**src/rtl/imem_loader_pkg.sv**
```systemverilog
// Shared definitions for the instruction-memory loader: word geometry and FSM state encoding.
package imem_loader_pkg;

    localparam int WORD_W         = 32;
    localparam int BYTES_PER_WORD = 4;

    typedef enum logic [2:0] {
        ST_IDLE  = 3'd0,
        ST_RECV  = 3'd1,
        ST_WRITE = 3'd2,
        ST_CHK   = 3'd3,
        ST_DONE  = 3'd4,
        ST_ERROR = 3'd5
    } state_t;

endpackage

```
**src/rtl/imem_loader_byte_assembler.sv**
```systemverilog
// Packs a byte stream into little-endian 32-bit words; the first byte lands in bits [7:0].
module imem_loader_byte_assembler
    import imem_loader_pkg::*;
(
    input  logic              clock,
    input  logic              reset,
    input  logic [7:0]        data,
    input  logic              accept,
    input  logic              clear,
    output logic [WORD_W-1:0] word,
    output logic              word_complete
);

    logic [1:0]        count;
    logic [WORD_W-1:0] shreg;

    // word already includes the byte being accepted, so the owner can use it on the completing cycle
    always_comb begin
        word = shreg;
        if (accept) begin
            case (count)
                2'd0:    word[7:0]   = data;
                2'd1:    word[15:8]  = data;
                2'd2:    word[23:16] = data;
                default: word[31:24] = data;
            endcase
        end
    end

    assign word_complete = accept && (count == 2'(BYTES_PER_WORD - 1));

    always_ff @(posedge clock or posedge reset) begin
        if (reset) begin
            count <= 2'd0;
            shreg <= '0;
        end else if (clear) begin
            count <= 2'd0;
            shreg <= '0;
        end else if (accept) begin
            count <= count + 2'd1;
            shreg <= word;
        end
    end

endmodule

```
**src/rtl/imem_loader.sv**
```systemverilog
// Loads instruction memory from a byte stream, verifies a trailing additive checksum,
// and keeps the core in reset until a load completes cleanly.
module imem_loader
    import imem_loader_pkg::*;
#(
    parameter logic [31:0] BASE_ADDR = 32'h0000_0000,
    parameter int          LEN_W     = 9
) (
    input  logic             clock,
    input  logic             reset,
    input  logic             start,
    input  logic [LEN_W-1:0] len,
    input  logic [7:0]       byte_in,
    input  logic             byte_valid,
    output logic             byte_ready,
    output logic             mem_we,
    output logic [31:0]      mem_addr,
    output logic [31:0]      mem_wdata,
    output logic             busy,
    output logic             done,
    output logic             err,
    output logic             cpu_reset
);

    state_t            state;
    logic [LEN_W-1:0]  len_q;
    logic [LEN_W-1:0]  index;
    logic [WORD_W-1:0] sum;
    logic [WORD_W-1:0] word;
    logic              word_complete;
    logic              accept;
    logic              launch;

    assign accept = byte_valid && byte_ready;
    assign launch = start && ((state == ST_IDLE) || (state == ST_DONE) || (state == ST_ERROR));

    imem_loader_byte_assembler u_asm (
        .clock         (clock),
        .reset         (reset),
        .data          (byte_in),
        .accept        (accept),
        .clear         (launch),
        .word          (word),
        .word_complete (word_complete)
    );

    always_ff @(posedge clock or posedge reset) begin
        if (reset) begin
            state      <= ST_IDLE;
            len_q      <= '0;
            index      <= '0;
            sum        <= '0;
            byte_ready <= 1'b0;
            mem_we     <= 1'b0;
            mem_addr   <= BASE_ADDR;
            mem_wdata  <= '0;
            busy       <= 1'b0;
            done       <= 1'b0;
            err        <= 1'b0;
            cpu_reset  <= 1'b1;
        end else begin
            mem_we <= 1'b0;
            done   <= 1'b0;
            case (state)
                ST_IDLE, ST_DONE, ST_ERROR: begin
                    if (launch) begin
                        len_q      <= len;
                        index      <= '0;
                        sum        <= '0;
                        err        <= 1'b0;
                        cpu_reset  <= 1'b1;
                        busy       <= 1'b1;
                        byte_ready <= 1'b1;
                        state      <= (len == '0) ? ST_CHK : ST_RECV;
                    end
                end
                // The write is issued on entry to WRITE so the strobe is registered
                ST_RECV: begin
                    if (word_complete) begin
                        state      <= ST_WRITE;
                        byte_ready <= 1'b0;
                        mem_we     <= 1'b1;
                        mem_wdata  <= word;
                        mem_addr   <= BASE_ADDR + (32'(index) << 2);
                        sum        <= sum + word;
                        index      <= index + 1'b1;
                    end
                end
                ST_WRITE: begin
                    byte_ready <= 1'b1;
                    state      <= (index == len_q) ? ST_CHK : ST_RECV;
                end
                ST_CHK: begin
                    if (word_complete) begin
                        byte_ready <= 1'b0;
                        busy       <= 1'b0;
                        done       <= 1'b1;
                        if (word == sum) begin
                            state     <= ST_DONE;
                            cpu_reset <= 1'b0;
                        end else begin
                            state <= ST_ERROR;
                            err   <= 1'b1;
                        end
                    end
                end
                default: begin
                    state      <= ST_IDLE;
                    byte_ready <= 1'b0;
                    busy       <= 1'b0;
                end
            endcase
        end
    end

endmodule

```
**config.mk**
```make
export PLATFORM = sky130hd
export DESIGN_NAME = imem_loader
export DESIGN_NICKNAME = d
export VERILOG_FILES = /design/src/rtl/imem_loader_pkg.sv /design/src/rtl/imem_loader_byte_assembler.sv /design/src/rtl/imem_loader.sv
export SDC_FILE = /design/constraint.sdc
export NUM_CORES = 1
export LEC_CHECK = 0
export BUFFER_PORTS_ARGS = -buffer_cell sky130_fd_sc_hd__buf_2
export CORE_ASPECT_RATIO = 0.6
export CORE_MARGIN = 3
export CORE_UTILIZATION = 40
export DETAILED_ROUTE_END_ITERATION = 10
export PLACE_DENSITY_LB_ADDON = 0.3
export SLEW_MARGIN = 0
export SYNTH_ARGS = -nofsm -noshare
export SYNTH_HDL_FRONTEND = slang
export SYNTH_SLANG_ARGS = --single-unit
```
**constraint.sdc**
```tcl
create_clock -name clock -period 5.65 [get_ports clock]
set_clock_uncertainty 0.05 [all_clocks]
set_input_delay 0.565 -clock clock [delete_from_list [all_inputs] [get_ports clock]]
set_output_delay 0.565 -clock clock [all_outputs]
set_load 0.03 [all_outputs]
```
==> metrics <==
status completed; Leak 0.00446 uW; final worst path period need 4.03 ns; CTS sink count 134; CTS Hold Bufs 0; Max Buffers Root-to-Sink 2; syn_area_per_cell 9.12 um^2; DRC viols 0; H-tree levels 4; Worst setup SP type flop; Worst-path clk slew 0.07 ns; final instance count without filler cells 1,135; Sum Neg Setup Slack 0 ns; top_reg_cell synth dfrtp_1; Core Rows 38; Core Area 0.0183 mm^2; number of post-CTS setup repair buffers 0; Hold Vio Cnt, Final 0; slew margin rel. 35.2%; Routed WL 18.7 mm; Critical Path AT 4.34 ns; I/O Buffers 67; Nets 956; number of synthesized flops with an enable pin 0; r2r worst-path depth 14; max-cap viol count 0; Diodes inserted 0; Synth cell types 60; crit path kind reg2reg; gpl congestion 0.911; die area 0.0206 mm^2; Mapped Area 0.00756 mm^2; Crit. End Element flop; Die W 183 um; worst min path class in2async; largest net degree at the start of global routing 82; TritonCTS Buffers 17; final period utilization 71.3%; Detailed Routing Iterations Pass 1 6; initial antenna violation count 0; Pwr per Cell Area 609 mW/mm^2; initial core utilization 41.3%; Synth async-reset ratio 100%; post-synthesis register bit count 134; Skew-Pair Late Insertion Delay 0.42 ns; RSZ-0062 raised after global routing false; Synth area leaders dfrtp_1 44%, ha_1 8.6%, nand2_1 5.9%, a21oi_1 4.3%, nor2_1 3.8%; Layout area overhead 13.4%; Critical Path RT 5.95 ns; fin. max-slew vios 0; via count 5,954; share of layout cells above drive strength 1 14.0%; worst slew pin tran 0.970 ns; first-pass GRT wire length 29.9 mm; dpl cells 1,103; Synthesis Warnings 0; commonest non-fill, non-tap cell in the layout dfrtp_1; commonest non-fill, non-tap cells in the layout 133 x dfrtp_1, 119 x nand2_1, 76 x nor2_1; Final ANT Viol Nets 0; detailed placement HPWL 13.1 mm; WL/cell 16.5 um; final setup vio count 0; post-CTS sizing 0; Tot Pwr 5220 uW; Worst Path Max Fanout 8; Seq/Total Area, Yosys 44.4%; share of the synthesized area in the top cell type 44.0%; vias per cell 5.25; Top Ports 91; cell taking the most area after synthesis dfrtp_1; CTS tree built; Die H 112 um; synthesized instance count 829; vias in the first global route 5,503; gr usage total 18.4%; Hold Slack 0.202 ns; drt initial violations 396; worst vdd ir 0.252 mV; Max Fclk 248 MHz; CTS Root Cell clkbuf_16; GR Overflow Total 0
## cell families after synthesis
logic type | count (synthesis) | synth area share, %
adders and majority gates | 53 | 8.87
xor gates and xnor gates | 42 | 4.87
DFF | 134 | 44.4
AOI/OAI and AO/OA | 167 | 12.9
other | 1 | 0.0496
buffers and inverters | 99 | 6.22
and+or+nand+nor | 300 | 18.1
muxes | 33 | 4.67
## synthesized netlist by cell type (all sizes together), types with 10 or more instances
master / n
nand2: 120
and2: 10
nor4: 13
a21oi: 67
nand3: 44
xor2: 21
dfrtp: 133
clkbuf: 23
inv: 39
xnor2: 21
nand4: 11
nor2: 78
ha: 52
buf: 36
mux2i: 25
o21ai: 59
## per-layer routing
metal	up-vias	track usage, %	wire, um
met1	2833	30.0	9820
met4	0	3.60	140
li1	2924	-	-
met3	14	4.27	1290
met5	-	0	0
met2	183	24.6	7430
## sequential cells by signal, indices dropped and copies added, names as in the netlist, 2 cells and up
register     flops
mem_addr         9
len_q            9
state            3
index            9
mem_wdata       32
sum             32
u_asm.shreg     32
u_asm.count      2
## stage by stage
step	utilization (%)	area [um^2]	setup WS, ns
CTS	46.8	8570	1.65
detailed placement	43.7	7990	1.59
global placement	43.7	7990	1.70
floorplan	-	7640	1.45
finish	46.8	8570	1.62
global route	46.8	8570	1.30
## cell type report
type	count	area [um^2]
flip-flops and latches	134	3350
well taps	240	300
repair buffers	71	365
clock inverters	15	155
fillers	1772	9730
clock buffers	17	425
multi-input cells	618	3820
inverters	40	156
## worst paths after layout
check,from,endpoint,slack [ns]
min in group clock,len[7],len_q[7],0.30
min reg2reg,mem_wdata[30],mem_wdata[30],0.42
min,reset,mem_addr[5],0.20
max,u_asm.count[1],sum[28],1.62
max reg2reg,u_asm.count[1],sum[28],1.62
max in group asynchronous,reset,u_asm.shreg[22],4.12
## power breakdown
| part | leakage (uW) | total (uW) | switching [uW] | internal [uW] |
|---|---|---|---|---|
| Clock | 0.000283 | 1090 | 496 | 591 |
| Sequential | 0.00171 | 1600 | 255 | 1350 |
| Combinational | 0.00247 | 2530 | 1610 | 925 |
## critical path, stage by stage, from the launching register on
cell and delay, ns:
dfrtp_1 0.42, inv_1 0.11, ha_1 0.14, nand3_1 0.44, mux2i_1 0.43, inv_1 0.12, ha_1 0.38, a21oi_1 0.24
o21ai_1 0.18, o41ai_2 0.37, a21oi_2 0.11, a21oi_2 0.34, o21ai_1 0.14, or4_1 0.40, nand3_1 0.09
(Power assumes the default switching activity.)
